===== config.mk =====
export PLATFORM = sky130hd
export DESIGN_NAME = pwm_duty_slew
export DESIGN_NICKNAME = d
export VERILOG_FILES = /design/src/rtl/pwm_duty_slew.sv
export SDC_FILE = /design/constraint.sdc
export NUM_CORES = 1
export LEC_CHECK = 0
export CORE_ASPECT_RATIO = 0.9
export CORE_MARGIN = 2
export CORE_UTILIZATION = 52
export CTS_CLUSTER_SIZE = 12
export DETAILED_ROUTE_END_ITERATION = 16
export PLACE_DENSITY = 0.86
export SLEW_MARGIN = 15
export SYNTH_ARGS = -nofsm -noshare
export SYNTH_HDL_FRONTEND = slang
export SYNTH_SLANG_ARGS = --single-unit

===== constraint.sdc =====
create_clock -name clk -period 4.5 [get_ports clk]
set_clock_uncertainty 0.05 [all_clocks]
set_input_delay 0.9 -clock clk [delete_from_list [all_inputs] [get_ports clk]]
set_output_delay 0.9 -clock clk [all_outputs]
set_load 0.005 [all_outputs]

===== src/rtl/pwm_duty_slew.sv =====
// Slew-rate limiter between the SPI duty register and the PWM: ramps duty_out
// towards target_duty in bounded steps, updating only on PWM period boundaries.
module pwm_duty_slew #(
    parameter int DIV_W  = 16,
    parameter int STEP_W = 4
) (
    input  logic              clk,
    input  logic              rst_n,
    input  logic [7:0]        target_duty,
    input  logic              ramp_en,
    input  logic [STEP_W-1:0] step_size,
    input  logic [DIV_W-1:0]  ramp_div,
    input  logic              period_start,
    output logic [7:0]        duty_out,
    output logic              at_target,
    output logic              ramping
);

    localparam logic [1:0] S_IDLE = 2'd0;
    localparam logic [1:0] S_UP   = 2'd1;
    localparam logic [1:0] S_DOWN = 2'd2;

    logic [7:0]       duty_q, duty_d;
    logic [DIV_W-1:0] div_cnt_q, div_cnt_d;
    logic             tick_pend_q, tick_pend_d;
    logic [1:0]       state_q, state_d;
    logic             at_target_q, at_target_d;
    logic             ramping_q, ramping_d;
    logic             tick, commit, load;
    logic [8:0]       step9;

    // Clamp an upward step so it lands exactly on the target instead of overshooting.
    function automatic logic [7:0] step_up(input logic [7:0] cur, input logic [7:0] tgt,
                                           input logic [8:0] s);
        logic [8:0] gap;
        gap = {1'b0, tgt} - {1'b0, cur};
        return (gap <= s) ? tgt : 8'({1'b0, cur} + s);
    endfunction

    function automatic logic [7:0] step_down(input logic [7:0] cur, input logic [7:0] tgt,
                                             input logic [8:0] s);
        logic [8:0] gap;
        gap = {1'b0, cur} - {1'b0, tgt};
        return (gap <= s) ? tgt : 8'({1'b0, cur} - s);
    endfunction

    always_comb begin
        step9  = (step_size == '0) ? 9'd1 : 9'(step_size);
        tick   = (state_q != S_IDLE) && (div_cnt_q >= ramp_div);
        load   = period_start && !ramp_en;
        commit = period_start && ramp_en && (tick || tick_pend_q);

        duty_d = duty_q;
        if (load) begin
            duty_d = target_duty;
        end else if (commit) begin
            if (target_duty > duty_q) begin
                duty_d = step_up(duty_q, target_duty, step9);
            end else if (target_duty < duty_q) begin
                duty_d = step_down(duty_q, target_duty, step9);
            end
        end

        // Direction follows the live target every cycle, so reversals need no extra state.
        if (target_duty > duty_d) begin
            state_d = S_UP;
        end else if (target_duty < duty_d) begin
            state_d = S_DOWN;
        end else begin
            state_d = S_IDLE;
        end

        if (state_d == S_IDLE || state_q == S_IDLE) begin
            div_cnt_d = '0;
        end else if (tick) begin
            div_cnt_d = '0;
        end else begin
            div_cnt_d = div_cnt_q + 1'b1;
        end

        if (state_d == S_IDLE || commit) begin
            tick_pend_d = 1'b0;
        end else if (tick) begin
            tick_pend_d = 1'b1;
        end else begin
            tick_pend_d = tick_pend_q;
        end

        at_target_d = (duty_d == target_duty);
        ramping_d   = (state_d != S_IDLE);
    end

    always_ff @(posedge clk or negedge rst_n) begin
        if (!rst_n) begin
            duty_q      <= 8'd0;
            div_cnt_q   <= '0;
            tick_pend_q <= 1'b0;
            state_q     <= S_IDLE;
            at_target_q <= 1'b1;
            ramping_q   <= 1'b0;
        end else begin
            duty_q      <= duty_d;
            div_cnt_q   <= div_cnt_d;
            tick_pend_q <= tick_pend_d;
            state_q     <= state_d;
            at_target_q <= at_target_d;
            ramping_q   <= ramping_d;
        end
    end

    assign duty_out  = duty_q;
    assign at_target = at_target_q;
    assign ramping   = ramping_q;

endmodule


==> results of run 1 <==
==> layer usage <==
layer | track usage | up-vias | part of all wire
met2 | 0.625 | 437 | 0.43
met5 | 0 | - | 0
met1 | 0.452 | 2125 | 0.37
met4 | 0.191 | 0 | 0.077
li1 | - | 1848 | -
met3 | 0.0844 | 142 | 0.12
==> path summary, 6_finish.rpt <==
kind | to | cells after the start | startpoint
worst max register to register | div_cnt_q[15]$_DFF_PN0_ | 25 | duty_out[0]$_DFF_PN0_
max in group asynchronous | at_target$_DFF_PN1_ | 2 | rst_n
worst min register to register | div_cnt_q[0]$_DFF_PN0_ | 1 | div_cnt_q[0]$_DFF_PN0_
worst min-delay path | div_cnt_q[0]$_DFF_PN0_ | 1 | div_cnt_q[0]$_DFF_PN0_
worst max-delay path | div_cnt_q[15]$_DFF_PN0_ | 26 | target_duty[1]
min in group asynchronous | div_cnt_q[7]$_DFF_PN0_ | 2 | rst_n
==> layout make-up <==
type	instances	area (sq um)	share of cell area
clock buffers	7	86.3	0.0156
clock inverters	1	30.0	0.00543
multi-input cells	331	2980	0.538
inverters	44	171	0.0310
repair buffers	175	1430	0.258
flip-flops and latches	29	727	0.131
well taps	90	113	0.0204
==> cells by family after synthesis <==
logic type / Yosys count / synth area share
simple gates: 125 / 0.179
compound gates: 111 / 0.239
fa+ha+maj: 60 / 0.220
buf+inv: 58 / 0.0718
xor+xnor: 29 / 0.0715
flops: 29 / 0.205
mux: 5 / 0.0144
==> power breakdown <==
part           internal [mW]  switching, mW
Clock                  0.180          0.115
Sequential             0.293         0.0470
Combinational          0.547          0.575
==> cell usage in the layout (no fill, tap or decap), drive strengths merged, types with 3 or more instances in the layout <==
master,instances
a211oi,9
nand2b,5
o21ai,16
dfrtp,28
o211ai,3
nor3b,3
nand2,22
a21oi,17
o31ai,13
nor2,42
xnor2,14
a31o,3
o21a,8
clkdlybuf4s50,36
mux2i,4
and3,8
a22oi,8
ha,56
nand4,9
fa,4
xor2,15
buf,137
nor2b,8
inv,43
a21o,5
nor3,5
clkbuf,7
nand3,17
o31a,4
==> sequential cells by signal, summed over array words and instances, names as in the netlist <==
| register | count |
|---|---|
| tick_pend_q | 1 |
| ramping | 1 |
| duty_out | 8 |
| state_q | 2 |
| div_cnt_q | 16 |
| at_target | 1 |
==> worst register-to-register path, delay by kind of cell, from the launching register on <==
kind,cells,cell delay [ps]
XOR/XNOR,1,180
flip-flops,1,460
AND/OR/NAND/NOR,6,770
AO/OA/AOI/OAI,10,2040
adder cells (fa/ha/maj),4,1100
buffers and inverters,4,600
==> timing repair <==
action	in CTS	in global routing
resized for setup	61	34
gates cloned	1	0
buffers inserted	27	7
setup endpoints to repair	21	22
hold buffers	0	0
pin swaps	49	25
==> metrics by stage <==
| step | hold WS, ps | std cells |
|---|---|---|
| final | 498 | 677 |
| after detailed placement | 469 | 634 |
| after CTS | 472 | 670 |
| after global placement | 450 | 634 |
| after global routing | 525 | 677 |
| after floorplan | 417 | 417 |
==> summary.txt, run 1 <==
Layout
  • Final core utilization: 0.840
  • N_diodes: 0
  • NumNets Final: roughly 680
  • Layout cell share with drive strength beyond 1: 0.382
  • Area growth syn-to-layout: 55.7%
  • Fin area: about 5500 sq um
  • FILL cells: about 340

Placement
  • Buffers added on ports: just over 40
  • Dpl hpwl: ~9 mm
  • Area after DPL: about 4800 sq um
  • Final GP Congestion: between 0.9 and 1
  • DP Worst Slack: -1230 ps

Run status
  • Failing checks: setup timing
  • Status: finished with violations

Route
  • Vias per inst: 6.72
  • DRC viols: 0
  • Via count: roughly 4,600
  • Detailed Route WL: roughly 16 mm
  • Starting DRT DRC Count: 654
  • Number of nets with antenna violations after routing: 0
  • 1st-pass router iterations: 6
  • Wire length per cell: around 23 um

STA
  • Max frequency: roughly 190 MHz
  • Tmin final: around 5400 ps
  • Normalized max-slew margin: 0.553
  • Unrepaired setup endpoints after global routing: yes
  • Final period util: 1.20
  • Fin. Hold Viols: 0
  • Final number of setup-violating endpoints: 22
  • Slew @ Worst Pin: roughly 670 ps
  • Setup_tns: -17,520 ps
  • Setup WS post-layout: -891 ps
  • Fin. max-slew vios: 0

Logic synthesis
  • Cell Area, Synth: approximately 3600 sq um
  • FF+latch count, synth: 29
  • Synth unique cells: between 60 and 70
  • Top post-synthesis cells by area: dfrtp_1, ha_1, inv_1
  • Top FF cell, synth: dfrtp_1
  • Syn Nets: ~510
  • Most numerous cell in the Yosys netlist: ha_1
  • Mapped Cells: roughly 420
  • YS warnings: 0
  • Largest area contributor in the synthesized netlist: dfrtp_1
  • Post-synth top area share: 0.197
  • Fraction of registers with async set/reset: 1.00
  • Synth Area per Inst: 8.52 sq um
  • Commonest cells in the netlist: ha_1, inv_1, nor2_1
  • Sequential area share after synthesis: 0.205
  • Number of flops mapped to enable cells by yosys: 0

Setup path
  • Crit path kind: input pin to register
  • Crit path max fanout: 7
  • Data required time at the worst endpoint: 4680 ps
  • CP Capture Type: register
  • Crit path max-delay cell type: o31ai_2
  • Worst path most repeated cell: o31ai_2
  • CP startpoint kind: input pin
  • R2r setup slk: -770 ps
  • Worst path top cell family by delay: compound AO/OA/AOI/OAI gates
  • CP arrival: between 5000 and 6000 ps
  • Crit path buf inv count: 4
  • Largest stage delay on the critical path: 330 ps

Global route
  • Grt total ovfl: 0
  • Largest net degree at the start of global routing: 30
  • Vias in the first global route: around 4,300
  • Overall routing resource usage: 0.371
  • Initial antenna violation count: 0
  • First-pass GRT wire length: 21.8 mm

Power and ir drop
  • Power Total: between 1.5 and 2 mW
  • Lkg Pwr: between 2 and 3 nW
  • Pwr/cell area: about 320 nW/um^2
  • Maximum VDD drop: 0.000180 V

Floorplan
  • Num rows: 28
  • Die Width: 91.1 um
  • Full die area: between 7000 and 8000 sq um
  • Top-Level Pins: 42
  • Starting Density: 0.540
  • Chip height: around 82 um
  • Core ar.: about 6600 sq um

Clock tree
  • # H-tree levels: 2
  • Clock latency on the worst-skew pair: roughly 300 ps
  • Clock Tree Root: clkbuf_8
  • CTS tree: yes
  • CTS Sinks: 29
  • CTS buffer count: 5
  • Reg clk slew, reported paths: 70 ps
  • Bufs on Longest Clock Path: 2

Worst hold path
  • HP Class: register to register

Job
  • Max-Cap Viols: 0
No activity file was read; power rests on OpenSTA's default activity.
==> run 2, diff against run 1 <==
==> constraint.sdc (replaced) <==
create_clock -name clk -period 4.5 [get_ports clk]
set_clock_uncertainty 0.05 [all_clocks]
set_input_delay 1.125 -clock clk [delete_from_list [all_inputs] [get_ports clk]]
set_output_delay 1.125 -clock clk [all_outputs]
set_load 0.005 [all_outputs]
==> run 2 against run 1 <==
  * The run still ends with setup timing left
  * Count of clock-buffer cells in the layout unchanged
  * Register-to-register slack better by 370 ps
  * First-iteration DRC count is 39% lower
  * Combinational power decreased by 4%
  * Maximum frequency grew 2.6%
  * Die area unchanged
  * Cell area decreased by 0.75%
  * Non-clock buffer count shrank 18
  * Sequential share of layout area rose by 0.099 points
  * Critical path depth down 3
  * Clock power decreased by 2%
  * Highest routed layer unchanged
==> summary.txt, run 2 (synthesis gave the netlist of run 1 again) <==
Setup path
  • Data required time at the worst endpoint: 4670 ps (about the same)
  • CP arrival: 5420 ps (-150 ps)
  • CP startpoint kind: input pin
  • Crit path max fanout: 8 (+1)
  • Crit path kind: input pin to register
  • CP Capture Type: register

Clock tree
  • CTS hold repair buffers: 0 (unchanged)
  • CTS buffer count: 5 (unchanged)
  • Reg clk slew, reported paths: 70 ps (about the same)
  • CTS Sinks: 29 (unchanged)
  • Clock latency on the worst-skew pair: 290 ps (about the same)
  • # H-tree levels: 2 (unchanged)
  • CTS tree: yes
  • Bufs on Longest Clock Path: 2 (unchanged)
  • Clock Tree Root: clkbuf_8

Placement
  • Final GP Congestion: 0.954 (+0.74%)
  • Dpl hpwl: 9.07 mm (+1.2%)
  • Buffers added on ports: 41 (unchanged)
  • Area after DPL: 4760 sq um (-0.52%)

Route
  • Wire length per cell: 21.7 um (-5.4%)
  • Via count: 4,178 (-8.2%)
  • Vias per inst: 6.34 (-5.7%)
  • Detailed Route WL: 14.3 mm (-7.9%)
  • Number of nets with antenna violations after routing: 0 (unchanged)
  • DRC viols: 0 (unchanged)
  • Starting DRT DRC Count: 396 (-39%)
  • 1st-pass router iterations: 7 (+1)

Floorplan
  • Num rows: 28 (unchanged)
  • Chip height: 82.4 um (unchanged)
  • Starting Density: 0.540 (unchanged)
  • Top-Level Pins: 42 (unchanged)
  • Die Width: 91.1 um (unchanged)
  • Full die area: 7510 sq um (unchanged)
  • Core ar.: 6590 sq um (unchanged)

STA
  • Tmin final: 5260 ps (-135 ps)
  • Final period util: 1.17 (-0.0301)
  • Setup WS post-layout: -756 ps (+135 ps)
  • Final number of setup-violating endpoints: 21 (-4.5%)
  • Slew @ Worst Pin: 768 ps (+98.5 ps)
  • Setup_tns: -14,580 ps (+2940 ps)
  • Unrepaired setup endpoints after global routing: yes
  • Max frequency: 190 MHz (+2.6%)
  • Normalized max-slew margin: 0.488 (-0.0656)
  • Fin. Hold Viols: 0 (unchanged)
  • Fin. max-slew vios: 0 (unchanged)

Run status
  • Status: finished with violations
  • Failing checks: setup timing

Layout
  • Largest Register: div_cnt_q
  • Max FFs per register: 16 (unchanged)
  • Final core utilization: 0.834 (-0.00627)
  • Most common cell after layout, fill and taps aside: buf_4
  • Highest-count cells in the layout ignoring fill and taps: buf_4, ha_1, inv_1, clkdlybuf4s50_1, dfrtp_1
  • Fin area: 5490 sq um (-0.75%)
  • N_diodes: 0 (unchanged)
  • NumNets Final: 660 (-2.7%)
  • Seq. cell area: 727 sq um (unchanged)
  • Area growth syn-to-layout: 54.5%
  • Area of the multi-input gates: 3050 sq um (+2.6%)
  • Layout cell share with drive strength beyond 1: 0.378 (-0.00375)
  • FILL cells: 342 (+1.5%)

Global route
  • First-pass GRT wire length: 20.5 mm (-6.3%)
  • Vias in the first global route: 4,101 (-5.2%)
  • Largest net degree at the start of global routing: 30 (unchanged)
  • Overall routing resource usage: 0.351 (-0.0194)
  • Initial antenna violation count: 0 (unchanged)
  • Grt total ovfl: 0 (unchanged)

Power and ir drop
  • Pwr/cell area: 308 nW/um^2 (-3.0%)
  • Power Total: 1.69 mW (-3.7%)
  • Lkg Pwr: 2.52 nW (-2.6%)
  • Maximum VDD drop: 0.000241 V (+34%)

Worst hold path
  • HP Class: register to register

Job
  • Max-Cap Viols: 0 (unchanged)
[run 2: changes by cell type in the layout (fill, tap and decap cells not counted), sizes merged]
| cell | before | now |
|---|---|---|
| buf | 137 | 119 |
[run 2: cell type report]
type,count,share of cell area
multi-input cells,331,0.556
repair buffers,157,0.239
flip-flops and latches,29,0.132
inverters,44,0.0312
well taps,90,0.0205
clock buffers,7,0.0157
clock inverters,1,0.00547
[run 2: final timing paths]
kind / end / cells after the start / startpoint / slack [ps]
min in group asynchronous: div_cnt_q[2]$_DFF_PN0_ / 2 / rst_n / 1190
worst min register to register: div_cnt_q[0]$_DFF_PN0_ / 1 / div_cnt_q[0]$_DFF_PN0_ / 490
worst max-delay path: div_cnt_q[14]$_DFF_PN0_ / 23 / step_size[3] / -760
max in group asynchronous: at_target$_DFF_PN1_ / 2 / rst_n / 2880
worst max register to register: div_cnt_q[14]$_DFF_PN0_ / 25 / duty_out[0]$_DFF_PN0_ / -400
worst min-delay path: div_cnt_q[0]$_DFF_PN0_ / 1 / div_cnt_q[0]$_DFF_PN0_ / 490
[run 2: timing repair]
item,in CTS,in global routing
setup endpoints to repair,21,21
buffers inserted,12,10
gates resized for setup,84,29
gates cloned,1,0
pin swaps,43,25
hold endpoints to repair,0,0
[run 2: worst max-delay path: stages]
cell and delay (ps):
clkdlybuf4s50_1 590, inv_2 100, buf_4 170, ha_1 350
nand4_1 190, o21ai_2 150, a21oi_2 70, a211oi_2 260
nand4_4 200, buf_6 190, nand3_1 80, o31ai_1 80
o31ai_2 310, ha_1 190, nor2b_1 60, o21a_1 180
o21a_1 180, o211ai_1 200, a21boi_2 100, o31ai_2 180
buf_4 200, nand2_8 110, nor2_4 160
[run 2: where the power goes]
group / switching (mW) / internal (mW)
registers: 0.0440 / 0.293
clock network: 0.109 / 0.180
logic: 0.554 / 0.511
total: 0.707 / 0.985
[run 2: layer usage]
metal,GRT usage,part of all wire,vias to the layer above
met5,0,0,-
met4,0.177,0.055,0
met3,0.0672,0.090,76
met2,0.597,0.46,315
met1,0.434,0.40,1974
li1,-,-,1813
[run 2: metrics by stage]
step | cells | hold slack [ps] | setup WS, ps
2_1_floorplan | 417 | 417 | -638
3_3_place_gp | 629 | 450 | -1310
3_5_place_dp | 629 | 463 | -1530
4_1_cts | 650 | 468 | -473
5_1_grt | 659 | 503 | -868
6_report | 659 | 488 | -756
==> RTL edit (config.mk and constraints of run 1) <==
Reset style: synchronous (`rst_n`), changed in one clocked block.
--- a/src/rtl/pwm_duty_slew.sv
+++ b/src/rtl/pwm_duty_slew.sv
@@ -90,7 +90,7 @@
         ramping_d   = (state_d != S_IDLE);
     end
 
-    always_ff @(posedge clk or negedge rst_n) begin
+    always_ff @(posedge clk) begin
         if (!rst_n) begin
             duty_q      <= 8'd0;
             div_cnt_q   <= '0;
Behaviour: differs if rst_n is asserted again (counterexample within 4 cycles, from zero or initial values and one cycle with rst_n low); with rst_n held inactive, the same outputs for 10 cycles.
==> RTL edit against run 1 <==
  * The run still ends with setup timing left
  * Sequential cell count is the same
  * Setup slack lost 160 ps
  * Cell area grew 2.4%
  * Sequential share of layout area shrank 2.9 points
  * First-iteration DRC count grew 30%
  * Routed wire length grew 13%
  * Synthesized area shrank 2.4%
  * Total power shrank 30%
  * Critical path type unchanged
  * Critical endpoint is now div_cnt_q[6]
==> RTL edit: results <==
[status]
outcome = finished, violations left
violations = setup timing

[setup_path]
rr_worst_depth = 24
max_stage_delay_ps = 490
rrSetupSlack_ps = -710
cp_max_fo = 8
crit_slowest_cell = a2111oi_4
regToRegStartpoint = duty_out[0]
critical_path_arrival_ps = 5720
r2r-end = div_cnt_q[6]

[global_routing]
use_met3_pct = 8.349
grt_max_degree = 11
grt_pass1_wl_um = 23030
grt_pass1_vias = 4576
track_usage_pct = 39.69
grtUsageMet1_pct = 46.26
grt_use_met2_pct = 71.35

[finish]
largest_reg_flops = 16
final_nets = 735
fillers = 289
drive_above_1_share_pct = 37.27

[logic_synthesis]
synth_fp_nets = 552
synth_area_leaders = ha_1, dfxtp_1, inv_1, nor2_1, a21oi_1
synthFlopType = dfxtp_1
synth_compound_area_share_pct = 23.44
ys_types = 59
async_flop_share_pct = 0
synth_common_cells = ha_1, inv_1, nor2_1, nand2_1
muxShareOfSynthArea_pct = 1.875
seq_area_frac_synth_pct = 16.73
synth_fa_ha_area_share_pct = 22.50
synth_xor_area_share_pct = 6.311

[placed_design]
dp_slack_ps = -1483
place.gp.congestion = 1.020
hpwl_um = 9382

[cts]
cts_buffer_depth = 2
clk_latency_ps = 290
htree_levels = 2

[route]
drt_iter0_drc = 848
vias_per_cell = 6.741
dr.pass1.iters = 9
wl_per_cell_um = 23.82

[power_and_ir_drop]
power_leakage_nw = 2.610
worst_ir_drop_vdd_mv = 0.1703
switching_share_pct = 41.03

[sta]
setup_ws_ps = -1050
setup_viol = 21
worstMarginPinSlew_ps = 743.0

[min_path]
holdPathEnd = div_cnt_q[0]
min-delay-start = div_cnt_q[0]
==> RTL edit: changes by cell type after synthesis, sizes merged, moves of 7 or more <==
cell	before	now
inv	44	55
nand2	21	36
clkbuf	4	11
dfxtp	0	29
o31ai	13	6
a21oi	17	29
dfrtp	28	0
a22oi	8	1
==> RTL edit: per-stage QoR <==
| step | area (um2) | TNS, ps | hold slack, ps | cells |
|---|---|---|---|---|
| after global placement | 4920 | -24300 | 407.2 | 697 |
| after floorplan | 3573 | -8526 | 390.8 | 460 |
| after CTS | 5421 | -9786 | 452.6 | 723 |
| final | 5664 | -18840 | 457.1 | 734 |
| after global routing | 5664 | -20910 | 468.6 | 734 |
| after detailed placement | 4920 | -27620 | 444.5 | 697 |
==> RTL edit: area by class of cell <==
cell class | instances | share of cell area (%)
clock buffers | 5 | 1.215
clock inverters | 3 | 0.3093
inverters | 55 | 3.755
multi-input cells | 360 | 53.66
flip-flops and latches | 29 | 10.25
well taps | 90 | 1.988
repair buffers | 192 | 28.83
==> RTL edit: cells by family after synthesis <==
| logic type | Yosys count |
|---|---|
| mux | 6 |
| xor+xnor | 25 |
| buf+inv | 71 |
| fa+ha+maj | 60 |
| simple gates | 151 |
| flops | 29 |
| compound gates | 118 |
==> RTL edit: power by group through the flow <==
stage / sequential, mW / clock, mW / combinational [mW]
floorplan: 0.287 / 0 / 0.283
detailed placement: 0.287 / 0 / 0.520
finish: 0.285 / 0.224 / 0.725
global placement: 0.286 / 0 / 0.498
CTS: 0.283 / 0.215 / 0.600
global route: 0.286 / 0.234 / 0.753
==> RTL edit: worst max-delay path by stage <==
stage	startpoint	endpoint	cells after the start
CTS	target_duty[1]	div_cnt_q[6]	26
global route	target_duty[2]	div_cnt_q[6]	24
detailed placement	target_duty[1]	div_cnt_q[15]	24
floorplan	target_duty[1]	div_cnt_q[0]	26
finish	target_duty[2]	div_cnt_q[6]	25
global placement	target_duty[1]	div_cnt_q[15]	24
==> RTL edit: timing repair <==
item | 4_1_cts | 5_1_grt
setup endpoints to repair | 21 | 21
gates resized for setup | 75 | 40
pin swaps | 38 | 22
buffers inserted | 19 | 11
gates cloned | 1 | 0
==> RTL edit: metal layers <==
| metal | routed length, um | part of all wire, % | vias to the layer above |
|---|---|---|---|
| li1 | - | - | 1991 |
| met1 | 6041 | 35 | 2199 |
| met2 | 7514 | 43 | 548 |
| met3 | 2352 | 13 | 210 |
| met4 | 1579 | 9.0 | 0 |
| met5 | 0 | 0 | - |
